==> src/rtl/pc_pkg.sv <==
// ============================================================================
//  Module      : pc_pkg
//  Description : Shared types and constants for the PC sequencer: sequencer
//                state encoding, default reset/exception vectors, next-PC
//                select encoding and the branch-condition helper.
//  Revision    : 1.0  initial release
// ============================================================================
`default_nettype none

package pc_pkg;

   // Default vectors; the top-level parameters resize these to ADDR_W.
   localparam logic [31:0] c_reset_vec = 32'h0000_0000;
   localparam logic [31:0] c_exc_vec   = 32'h8000_0180;

   // Sequencer state: BOOT after reset, RUN while fetching, TRAP for the
   // single cycle following an exception.
   typedef enum logic [1:0] {
      ST_BOOT = 2'd0,
      ST_RUN  = 2'd1,
      ST_TRAP = 2'd2
   } pc_state_e;

   // Source of the next PC value.
   typedef enum logic [2:0] {
      SEL_HOLD   = 3'd0,
      SEL_EXC    = 3'd1,
      SEL_JR     = 3'd2,
      SEL_RET    = 3'd3,
      SEL_JUMP   = 3'd4,
      SEL_BRANCH = 3'd5,
      SEL_SEQ    = 3'd6
   } pc_sel_e;

   // BEQ is taken on zero=1, BNE on zero=0.
   function automatic logic branch_taken(input logic br, input logic ne, input logic z);
      return br & (z ^ ne);
   endfunction

endpackage

`default_nettype wire

==> src/rtl/pc_ras.sv <==
// ============================================================================
//  Module      : pc_ras
//  Description : Circular return-address stack. A push when full overwrites
//                the oldest entry; a pop when empty leaves the stack
//                unchanged. top_o is the most recently pushed live entry.
//                Only instantiated when PC_SEQUENCER_RAS_EN is defined.
//  Revision    : 1.0  initial release
// ============================================================================
`default_nettype none

module pc_ras #(
   parameter int DEPTH = 4,
   parameter int W     = 32
) (
   input  logic         clk,
   input  logic         rst,
   input  logic         push_i,
   input  logic         pop_i,
   input  logic [W-1:0] data_i,
   output logic [W-1:0] top_o,
   output logic         empty_o,
   output logic         full_o
);

   localparam int                c_ptr_w = $clog2(DEPTH);
   localparam logic [c_ptr_w:0]  c_full  = (c_ptr_w + 1)'(DEPTH);

   logic [c_ptr_w-1:0] wr_ptr_q, wr_ptr_d;
   logic [c_ptr_w:0]   count_q,  count_d;
   logic [W-1:0]       mem_q [DEPTH];
   logic [c_ptr_w-1:0] w_top_idx;

   assign w_top_idx = wr_ptr_q - 1'b1;
   assign top_o     = mem_q[w_top_idx];
   assign empty_o   = (count_q == '0);
   assign full_o    = (count_q == c_full);

   // Pointer/occupancy update; the count saturates so the pointer simply wraps.
   always_comb begin
      wr_ptr_d = wr_ptr_q;
      count_d  = count_q;
      if (push_i) begin
         wr_ptr_d = wr_ptr_q + 1'b1;
         if (!full_o) count_d = count_q + 1'b1;
      end else if (pop_i && !empty_o) begin
         wr_ptr_d = wr_ptr_q - 1'b1;
         count_d  = count_q - 1'b1;
      end
   end

   // Pointer and occupancy registers; reset empties the stack.
   always_ff @(posedge clk) begin
      if (rst) begin
         wr_ptr_q <= '0;
         count_q  <= '0;
      end else begin
         wr_ptr_q <= wr_ptr_d;
         count_q  <= count_d;
      end
   end

   // Entry storage; contents are don't-care while the stack is empty.
   always_ff @(posedge clk) begin
      if (push_i) mem_q[wr_ptr_q] <= data_i;
   end

endmodule

`default_nettype wire

==> src/rtl/pc_sequencer.sv <==
// ============================================================================
//  Module      : pc_sequencer
//  Description : MIPS-style program-counter sequencer. BOOT/RUN/TRAP FSM with
//                prioritised next-PC selection (exc > stall > jr > jump >
//                taken branch > pc+4). Optional return-address stack enabled
//                by defining PC_SEQUENCER_RAS_EN.
//  Revision    : 1.0  initial release
// ============================================================================
`default_nettype none

module pc_sequencer
   import pc_pkg::*;
#(
   parameter int                ADDR_W    = 32,
   parameter logic [ADDR_W-1:0] RESET_VEC = ADDR_W'(c_reset_vec),
   parameter logic [ADDR_W-1:0] EXC_VEC   = ADDR_W'(c_exc_vec),
   parameter int                RAS_DEPTH = 4
) (
   input  logic              clk,
   input  logic              rst,
   input  logic              stall_i,
   input  logic              branch_i,
   input  logic              branch_ne_i,
   input  logic              zero_i,
   input  logic [31:0]       imm_ext_i,
   input  logic              jump_i,
   input  logic              jump_link_i,
   input  logic [25:0]       jump_target_i,
   input  logic              jr_i,
   input  logic              jr_ret_i,
   input  logic [ADDR_W-1:0] jr_addr_i,
   input  logic              exc_i,
   output logic [ADDR_W-1:0] pc_o,
   output logic [ADDR_W-1:0] pc_plus4_o,
   output logic              pc_valid_o,
   output logic [ADDR_W-1:0] epc_o,
   output logic              ras_empty_o
);

   pc_state_e         state_q, state_d;
   pc_sel_e           w_sel;
   logic [ADDR_W-1:0] pc_q, pc_d, epc_q, epc_d;
   logic [ADDR_W-1:0] w_plus4, w_imm_sh, w_br_tgt, w_jmp_tgt, w_jr_tgt, w_ras_top;
   logic              w_push, w_pop, w_ret_hit;
   logic              w_unused_ok;

   // Candidate targets; all arithmetic wraps modulo 2^ADDR_W.
   assign w_plus4  = pc_q + ADDR_W'(4);
   assign w_imm_sh = ADDR_W'($signed({imm_ext_i, 2'b00}));
   assign w_br_tgt = w_plus4 + w_imm_sh;
   assign w_jr_tgt = {jr_addr_i[ADDR_W-1:2], 2'b00};

   // Jump target keeps the upper bits of pc+4 and replaces the low 28 bits.
   always_comb begin
      w_jmp_tgt       = w_plus4;
      w_jmp_tgt[27:0] = {jump_target_i, 2'b00};
   end

`ifdef PC_SEQUENCER_RAS_EN
   logic w_ras_empty;
   logic w_ras_full_unused;

   pc_ras #(
      .DEPTH (RAS_DEPTH),
      .W     (ADDR_W)
   ) u_ras (
      .clk     (clk),
      .rst     (rst),
      .push_i  (w_push),
      .pop_i   (w_pop),
      .data_i  (w_plus4),
      .top_o   (w_ras_top),
      .empty_o (w_ras_empty),
      .full_o  (w_ras_full_unused)
   );

   // A return only takes the stacked address when one is available.
   assign w_ret_hit   = jr_ret_i & ~w_ras_empty;
   assign ras_empty_o = w_ras_empty;
   assign w_unused_ok = ^jr_addr_i[1:0];
`else
   logic [31:0] w_depth_unused;

   assign w_ras_top      = '0;
   assign w_ret_hit      = 1'b0;
   assign ras_empty_o    = 1'b0;
   assign w_depth_unused = RAS_DEPTH;
   assign w_unused_ok    = ^{jr_addr_i[1:0], w_push, w_pop};
`endif

   // Next-state and next-PC source selection in priority order.
   always_comb begin
      state_d = state_q;
      w_sel   = SEL_HOLD;
      w_push  = 1'b0;
      w_pop   = 1'b0;
      case (state_q)
         ST_BOOT: state_d = ST_RUN;
         ST_TRAP: state_d = ST_RUN;
         ST_RUN: begin
            if (exc_i) begin
               w_sel   = SEL_EXC;
               state_d = ST_TRAP;
            end else if (stall_i) begin
               w_sel = SEL_HOLD;
            end else if (jr_i) begin
               w_sel = w_ret_hit ? SEL_RET : SEL_JR;
               w_pop = jr_ret_i;
            end else if (jump_i || jump_link_i) begin
               w_sel  = SEL_JUMP;
               w_push = jump_link_i;
            end else if (branch_taken(branch_i, branch_ne_i, zero_i)) begin
               w_sel = SEL_BRANCH;
            end else begin
               w_sel = SEL_SEQ;
            end
         end
         default: state_d = ST_BOOT;
      endcase
   end

   // PC/EPC next-value mux driven by the selected source.
   always_comb begin
      pc_d  = pc_q;
      epc_d = epc_q;
      case (w_sel)
         SEL_EXC: begin
            epc_d = pc_q;
            pc_d  = EXC_VEC;
         end
         SEL_JR:     pc_d = w_jr_tgt;
         SEL_RET:    pc_d = w_ras_top;
         SEL_JUMP:   pc_d = w_jmp_tgt;
         SEL_BRANCH: pc_d = w_br_tgt;
         SEL_SEQ:    pc_d = w_plus4;
         default:    pc_d = pc_q;
      endcase
   end

   // State, PC and EPC registers; reset overrides every other input.
   always_ff @(posedge clk) begin
      if (rst) begin
         state_q <= ST_BOOT;
         pc_q    <= RESET_VEC;
         epc_q   <= '0;
      end else begin
         state_q <= state_d;
         pc_q    <= pc_d;
         epc_q   <= epc_d;
      end
   end

   assign pc_o       = pc_q;
   assign pc_plus4_o = w_plus4;
   assign pc_valid_o = (state_q == ST_RUN);
   assign epc_o      = epc_q;

endmodule

`default_nettype wire

==> config.mk <==
export PLATFORM = sky130hd
export DESIGN_NAME = pc_sequencer
export DESIGN_NICKNAME = d
export VERILOG_FILES = /design/src/rtl/pc_pkg.sv /design/src/rtl/pc_ras.sv /design/src/rtl/pc_sequencer.sv
export SDC_FILE = /design/constraint.sdc
export NUM_CORES = 1
export LEC_CHECK = 0
export ABC_CLOCK_PERIOD_IN_PS = 3600
export CAP_MARGIN = 5
export CORE_ASPECT_RATIO = 0.5
export CORE_MARGIN = 2
export CORE_UTILIZATION = 40
export DETAILED_ROUTE_END_ITERATION = 16
export PLACE_DENSITY = 0.78
export SYNTH_ARGS = -nofsm -noshare
export SYNTH_HDL_FRONTEND = slang
export SYNTH_SLANG_ARGS = --single-unit
==> constraint.sdc <==
create_clock -name clk -period 3.6 [get_ports clk]
set_clock_uncertainty 0.1 [all_clocks]
set_input_delay 0.72 -clock clk [delete_from_list [all_inputs] [get_ports clk]]
set_output_delay 0.72 -clock clk [all_outputs]
set_load 0.02 [all_outputs]
==> results of run 1 <==
## synthesized netlist by cell type, types with 2 or more instances
library cell	n
a21o_1	13
o32ai_1	3
and2_1	5
nor2b_1	4
buf_2	3
a21oi_1	67
a22o_1	7
o21ai_0	21
buf_4	7
a221oi_1	18
o211ai_1	3
o22ai_1	16
xor2_1	28
nor3_1	9
o31ai_1	4
nand3_1	12
a21boi_0	3
o21a_1	8
xnor2_1	24
a222oi_1	6
o21ai_1	3
or3_1	5
a31oi_1	4
inv_1	11
ha_1	36
nand4_1	8
nand2b_1	5
and4_1	4
a22oi_1	13
dfxtp_1	62
clkbuf_1	31
nor4_1	3
nand2_1	114
nand4_2	2
nor2_1	49
nor2_4	2
and3_1	5
## how the worst max path moves through the flow
| stage | to | slack (ns) | depth (start not counted) |
|---|---|---|---|
| finish | pc_o[31]$_SDFFE_PP0P_ | -0.04 | 16 |
| global route | pc_o[18]$_SDFFE_PP0P_ | -0.15 | 17 |
| CTS | pc_plus4_o[28] | 0.002 | 7 |
| detailed placement | pc_o[30]$_SDFFE_PP0P_ | -0.20 | 14 |
| global placement | pc_o[28]$_SDFFE_PP0P_ | -0.14 | 14 |
| floorplan | pc_o[30]$_SDFFE_PP0P_ | 0.0007 | 15 |
## stage by stage
stage | util | instance area (um2)
2_1_floorplan | - | 5110
3_3_place_gp | 0.656 | 7790
3_5_place_dp | 0.656 | 7790
4_1_cts | 0.681 | 8090
5_1_grt | 0.707 | 8400
6_report | 0.707 | 8400
## cell families (layout without fill, tap and decap cells)
family                     Yosys count  in the layout  share of synthesized area
and+or+nand+nor                    233            233                      0.219
AOI/OAI and AO/OA                  206            206                      0.283
DFF                                 62             62                      0.253
buffers and inverters               55            329                     0.0500
xor gates and xnor gates            53             53                     0.0962
adders and majority gates           37             37                     0.0960
other                                1              7                   0.000765
muxes                                1              1                    0.00204
## area by class of cell
cell class | count | area (um2)
fillers | 894 | 3470
flip-flops and latches | 62 | 1270
inverters | 11 | 41.3
repair buffers | 304 | 2760
well taps | 165 | 206
clock inverters | 4 | 25.0
clock buffers | 10 | 229
multi-input cells | 537 | 3880
## what timing repair did
action | 4_1_cts | 5_1_grt
setup buffers | 1 | 8
pin swaps | 5 | 28
resized for setup | 16 | 45
endpoints found under the setup margin | 19 | 20
## state kept, by name, summed over array words and instances, names as in the netlist
register and count:
pc_o 30, state_q 2, epc_o 30
## power groups by stage
| stage | combinational, mW | clock, mW | sequential [mW] |
|---|---|---|---|
| global route | 0.660 | 0.821 | 0.719 |
| floorplan | 0.261 | 0 | 0.753 |
| detailed placement | 0.573 | 0 | 0.731 |
| global placement | 0.563 | 0 | 0.730 |
| CTS | 0.580 | 0.784 | 0.716 |
| finish | 0.622 | 0.780 | 0.717 |
## per-layer routing
| metal | global-route usage | vias up | wire, um |
|---|---|---|---|
| li1 | - | 2895 | - |
| met1 | 0.379 | 2919 | 8590 |
| met2 | 0.500 | 353 | 9670 |
| met3 | 0.0534 | 69 | 1750 |
| met4 | 0.0811 | 0 | 661 |
| met5 | 0 | - | 0 |
## critical path: cells and delay by family, from the launching register on
| kind | cells | cell delay, ns |
|---|---|---|
| AO/OA/AOI/OAI | 7 | 1.57 |
| AND/OR/NAND/NOR | 4 | 0.52 |
| adder cells (fa/ha/maj) | 2 | 0.42 |
| flip-flops | 1 | 0.37 |
| buffers and inverters | 2 | 0.36 |
| XOR/XNOR | 1 | 0.19 |
==> run summary, run 1 <==
STA
* 3.64 ns — post-layout minimum cycle time
* 0.725 ns — Least-Margin Pin Slew
* -0.0432 ns — smallest setup slack after layout
* 0 — final number of hold-violating endpoints
* 0.517 — max_slew headroom
* 274 MHz — Max Freq
* 1.01 — final cycle utilization of the critical path
* yes — RSZ-0062 raised after global routing
* -0.0989 ns — Sum Neg Setup Slack
* 5 — number of setup violations in the final report
* 0 — max-slew violation count
* 0.353 ns — Hold WS

Finish
* 0.226 — fraction of final layout cells sized beyond drive strength 1
* clkdlybuf4s50_1 — most common cell after layout, fill and taps aside
* clkdlybuf4s50_1 (177), buf_4 (115), nand2_1 (113), a21oi_1 (63), dfxtp_1 (48) — commonest non-fill, non-tap cells in the layout
* 1063 — Nets
* 71.4% — area overhead of the layout relative to synthesis
* 0 — number of antenna repair diodes
* 1093 — number of standard cells in the layout, taps in and fillers out

Critical path
* flop — type of origin of the critical path
* pc_o[3]$_SDFFE_PP0P_ — worst setup path startpoint
* pc_o[3]$_SDFFE_PP0P_ — FF-to-FF Start
* ha_4 > nand4_1 > buf_6 > nor2_2 > nand2_1 > xnor2_1 > ha_1 > buf_4 > a21oi_1 > nor2_1 > a211oi_1 > o31a_1 > o21ai_2 > a21oi_2 > o32ai_2 > a41o_1 — cells along the critical path
* pc_o[31]$_SDFFE_PP0P_ — reg2reg end
* 16 — count of cells along the worst register-to-register path
* 3.77 ns — crit path DAT
* dfxtp_4 — cell with the biggest individual delay on the critical path
* flop — Worst setup EP type
* 3 — critical-path maximum fanout
* 3.73 ns — data required time of the worst path
* 0.37 ns — highest cell delay on the worst timing path
* -0.04 ns — reg-to-reg slack, setup
* reg2reg — worst setup path class

Synth
* dfxtp_1 (25%), ha_1 (9.2%), nand2_1 (8.7%) — most area-consuming cells after synthesis
* 0.253 — sequential share of the synthesized area
* 0.00490 mm2 — post-synth design cell area
* 7.57 um2 — average size of a mapped cell
* 0 — fraction of registers with async set/reset
* 0 — number of synthesized flops with an enable pin
* 0 — Warnings, synthesis
* dfxtp_1 — leading area contributor after synthesis
* 62 — flop and latch count out of synthesis
* 648 — number of standard cells after synthesis
* 0.253 — share of the synthesized area in the top cell type
* 67 — Distinct cells, synth
* dfxtp_1 — Top FF cell, synth

CTS
* 9 — number of buffers created by CTS
* 0.05 ns — clock-pin slew on the worst setup and hold paths
* built — clock tree from TritonCTS
* 2 — number of buffers between clock root and the deepest sink
* clkbuf_16 — CTS Root Buffer Type
* 62 — number of sinks on the clock net
* 0 — number of buffers added to fix hold violations after cts
* 0.34 ns — source-to-sink clock delay at the later pin of the worst-skew pair
* 3 — H-tree Lvls

Place
* 15.1 mm — DPL Wire Length
* 0.973 — routability-driven placement congestion ratio
* -0.200 ns — dpl ws
* 186 — number of buffers added on ports
* 1070 — Placed Cells incl. Taps

Status
* negative setup slack — violations in the final reports
* finished with violations — result of the run

Power
* 1.47 mW — Cell Int Power
* 197 uV — Worst VDD drop
* 0.307 — switching share of total power
* 252 mW/mm2 — power density relative to cell area
* 3.48 nW — static leakage power
* 0.651 mW — net switching power
* 0.339 — share of power burned in registers
* 0.368 — Clock Power Share
* 2.12 mW — overall power consumption
* 0.293 — share of power burned in combinational logic

Floorplan
* 0.413 — Starting Density
* 0.0132 mm2 — DIE AREA
* 199 — count of boundary I/O pins
* 0.0119 mm2 — CORE AREA
* 28 — Site Rows
* 82.3 um — Die Ht
* 161 um — Die W

Min path
* reg2reg — worst min-delay path class
* epc_o[14]$_SDFFE_PP0N_ — start point of the worst min-delay path
* 2 — number of cells on the worst hold path
* epc_o[14]$_SDFFE_PP0N_ — Min-Delay Endpoint

Route
* 530 — Starting DRT DRC Count
* 0 — remaining number of nets flagged by the antenna check after routing
* 5.71 — DR vias/cell
* 18.9 um — post-detailed-route wirelength per cell
* 0 — DRC violations left
* 6236 — vias
* 5 — iteration count of the initial detailed-routing pass
* 20.7 mm — total wire length

Flow run
* 0 — total of max-cap violations

Global routing
* 0 — remaining global-route overflow
* 5778 — vias in the first global route
* 63 — largest net degree at the start of global routing
* 0.290 — Global Route Usage Sum
* 30.0 mm — first-pass GRT wire length
* 0 — initial antenna violation count

(Power assumes the default switching activity.)
==> inputs of run 2 (changes only) <==
--- a/config.mk
+++ b/config.mk
@@ -6,7 +6,7 @@
 export NUM_CORES = 1
 export LEC_CHECK = 0
 export ABC_CLOCK_PERIOD_IN_PS = 3600
-export CAP_MARGIN = 5
+export CAP_MARGIN = 30
 export CORE_ASPECT_RATIO = 0.5
 export CORE_MARGIN = 2
 export CORE_UTILIZATION = 40
==> results of run 2 <==
Same layout as run 1: the final DEF is identical, and so are final timing and power.
==> inputs of run 3 (changes only) <==
--- a/config.mk
+++ b/config.mk
@@ -5,13 +5,13 @@
 export SDC_FILE = /design/constraint.sdc
 export NUM_CORES = 1
 export LEC_CHECK = 0
-export ABC_CLOCK_PERIOD_IN_PS = 3600
+export ABC_CLOCK_PERIOD_IN_PS = 4520
 export CAP_MARGIN = 30
 export CORE_ASPECT_RATIO = 0.5
 export CORE_MARGIN = 2
-export CORE_UTILIZATION = 40
+export CORE_UTILIZATION = 44
 export DETAILED_ROUTE_END_ITERATION = 16
-export PLACE_DENSITY = 0.78
+export PLACE_DENSITY = 0.82
 export SYNTH_ARGS = -nofsm -noshare
 export SYNTH_HDL_FRONTEND = slang
 export SYNTH_SLANG_ARGS = --single-unit
==> constraint.sdc (replaced) <==
create_clock -name clk -period 4.52 [get_ports clk]
set_clock_uncertainty 0.1 [all_clocks]
set_input_delay 0.904 -clock clk [delete_from_list [all_inputs] [get_ports clk]]
set_output_delay 0.904 -clock clk [all_outputs]
set_load 0.02 [all_outputs]
==> run 3 against run 2 <==
Against the previous run: the flow now finishes without violations; non-clock buffer count down 100; global-route usage up 0.72 points; setup slack better by 0.25 ns; count of clock-buffer cells in the layout up 3; sequential power down 20%; register-to-register slack better by 0.32 ns; critical path depth down 9; combinational power down 33%; wire length down 12%; core utilization down 4.1 points; critical path type is now reg2out.
==> run summary, run 3 (synthesized netlist as in run 1, its figures left out) <==
Critical path
* pc_o[31]$_SDFFE_PP0P_ — reg2reg end
* 0.71 ns — highest cell delay on the worst timing path
* reg2out — worst setup path class
* simple AND/OR/NAND/NOR gates — cell type group with the largest total delay on the critical path
* pc_o[2]$_SDFFE_PP0P_ — FF-to-FF Start
* clkdlybuf4s50_1 — cell with the biggest individual delay on the critical path
* ha_1 > nand4_1 > or3_4 > nor2_4 > nand3_1 > xnor2_1 > clkdlybuf4s50_1 — cells along the critical path
* output pin — Worst setup EP type
* 8 — critical-path maximum fanout
* 1 — Bufs and invs on worst path
* 0.28 ns — reg-to-reg slack, setup
* 3.31 ns — crit path DAT
* flop — type of origin of the critical path
* 14 — count of cells along the worst register-to-register path
* 3.52 ns — data required time of the worst path
* pc_o[2]$_SDFFE_PP0P_ — worst setup path startpoint

STA
* no — RSZ-0062 raised after global routing
* 0 — number of setup violations in the final report
* 0.353 ns — Hold WS
* 0 — final number of hold-violating endpoints
* 4.32 ns — post-layout minimum cycle time
* 232 MHz — Max Freq
* 0.386 — max_slew headroom
* 0 — max-slew violation count
* 0.955 — final cycle utilization of the critical path
* 0.203 ns — smallest setup slack after layout
* 0 ns — Sum Neg Setup Slack
* 0.921 ns — Least-Margin Pin Slew

Finish
* clkdlybuf4s50_1 — most common cell after layout, fill and taps aside
* 48.2% — area overhead of the layout relative to synthesis
* 0 — number of antenna repair diodes
* 0.666 — core occupancy in the finished layout
* 0.0602 — fraction of final layout cells sized beyond drive strength 1
* 963 — Nets
* clkdlybuf4s50_1 (185), nand2_1 (114), a21oi_1 (67), dfxtp_1 (62), nor2_1 (49) — commonest non-fill, non-tap cells in the layout

CTS
* 3 — H-tree Lvls
* 9 — number of buffers created by CTS
* 2 — number of buffers between clock root and the deepest sink
* 0 — number of buffers added to fix hold violations after cts
* 62 — number of sinks on the clock net
* 0.05 ns — clock-pin slew on the worst setup and hold paths
* built — clock tree from TritonCTS
* 0.33 ns — source-to-sink clock delay at the later pin of the worst-skew pair
* clkbuf_16 — CTS Root Buffer Type

Route
* 9 — iteration count of the initial detailed-routing pass
* 18.7 um — post-detailed-route wirelength per cell
* 0 — remaining number of nets flagged by the antenna check after routing
* met4 — top routing layer used
* 5.92 — DR vias/cell
* 18.2 mm — total wire length
* 0 — DRC violations left
* 546 — Starting DRT DRC Count
* 5775 — vias
* 8.42 mm — Met2 Wirelength
* 1.54 mm — wire length on met3
* 7.71 mm — detailed-route wire length on metal 1

Floorplan
* 0.0121 mm2 — DIE AREA
* 0.0109 mm2 — CORE AREA
* 27 — Site Rows
* 153 um — Die W
* 0.449 — Starting Density
* 199 — count of boundary I/O pins
* 78.6 um — Die Ht

Power
* 2.85 nW — static leakage power
* 243 mW/mm2 — power density relative to cell area
* 199 uV — Worst VDD drop

Place
* 0.954 — routability-driven placement congestion ratio
* 186 — number of buffers added on ports
* 13.7 mm — DPL Wire Length
* 0.331 ns — dpl ws

Min path
* epc_o[14]$_SDFFE_PP0N_ — start point of the worst min-delay path
* reg2reg — worst min-delay path class
* epc_o[14]$_SDFFE_PP0N_ — Min-Delay Endpoint
* 2 — number of cells on the worst hold path

Global routing
* 35 — largest net degree at the start of global routing
* 0 — remaining global-route overflow
* 28.7 mm — first-pass GRT wire length
* 0 — initial antenna violation count
* 5589 — vias in the first global route
* 0.297 — Global Route Usage Sum

Flow run
* 0 — total of max-cap violations

Status
* completed — result of the run

## run 3: cell types whose count changed in the layout (fill, tap and decap cells not counted), moves of 6 or more
| cell | before | now |
|---|---|---|
| buf_4 | 115 | 16 |
| clkdlybuf4s50_1 | 177 | 185 |
| dfxtp_1 | 48 | 62 |
| dfxtp_2 | 11 | 0 |
| ha_1 | 29 | 36 |
| ha_4 | 6 | 0 |
| nor2_1 | 43 | 49 |
| xor2_1 | 19 | 28 |
| xor2_2 | 7 | 0 |
## run 3: worst max path at each step
stage	end	slack, ns	depth (start not counted)
2_1_floorplan	pc_o[30]$_SDFFE_PP0P_	0.48	15
3_3_place_gp	pc_o[30]$_SDFFE_PP0P_	0.43	12
3_5_place_dp	pc_o[30]$_SDFFE_PP0P_	0.33	12
4_1_cts	pc_plus4_o[30]	0.19	7
5_1_grt	pc_o[28]$_SDFFE_PP0P_	0.02	15
6_report	pc_plus4_o[30]	0.20	7
## run 3: stage by stage
step	power (mW)	instance area, um2	cells
floorplan	0.803	4920	654
global placement	0.981	6880	957
detailed placement	0.991	6910	959
CTS	1.76	7250	975
global route	1.82	7270	975
finish	1.77	7270	975
## run 3: cell type report
type | count | area [um2]
Fill cell | 904 | 3640
Multi-Input combinational cell | 537 | 3460
Timing Repair Buffer | 204 | 2010
Sequential cell | 62 | 1240
Clock buffer | 13 | 270
Tap cell | 145 | 181
Clock inverter | 3 | 65.1
Inverter | 11 | 41.3
## run 3: worst reg2reg max path, cell delays in order, from the launching register on
cell      delay (ns)
dfxtp_1         0.52
ha_1            0.35
nand4_1         0.22
nor2_1          0.18
xor2_1          0.32
ha_1            0.36
and3_1          0.22
a221oi_1        0.46
nand3b_1        0.16
o21ai_2         0.23
o31a_1          0.26
o21ai_1         0.17
a21oi_1         0.24
o32ai_1         0.13
a41o_1          0.22
## run 3: repair_timing
| item | 4_1_cts | 5_1_grt |
|---|---|---|
| endpoints found under the setup margin | 0 | 2 |
| setup buffers | 0 | 0 |
| gates resized for setup | 0 | 3 |
## run 3: power breakdown
group	internal, mW	switching, mW	total [mW]
registers	0.560	0.0175	0.577
logic	0.199	0.215	0.414
clock network	0.527	0.250	0.777
total	1.29	0.482	1.77
## run 3: per-layer routing
metal / up-vias / track usage
li1: 2703 / -
met1: 2721 / 0.377
met2: 299 / 0.501
met3: 52 / 0.0624
met4: 0 / 0.110
met5: - / 0
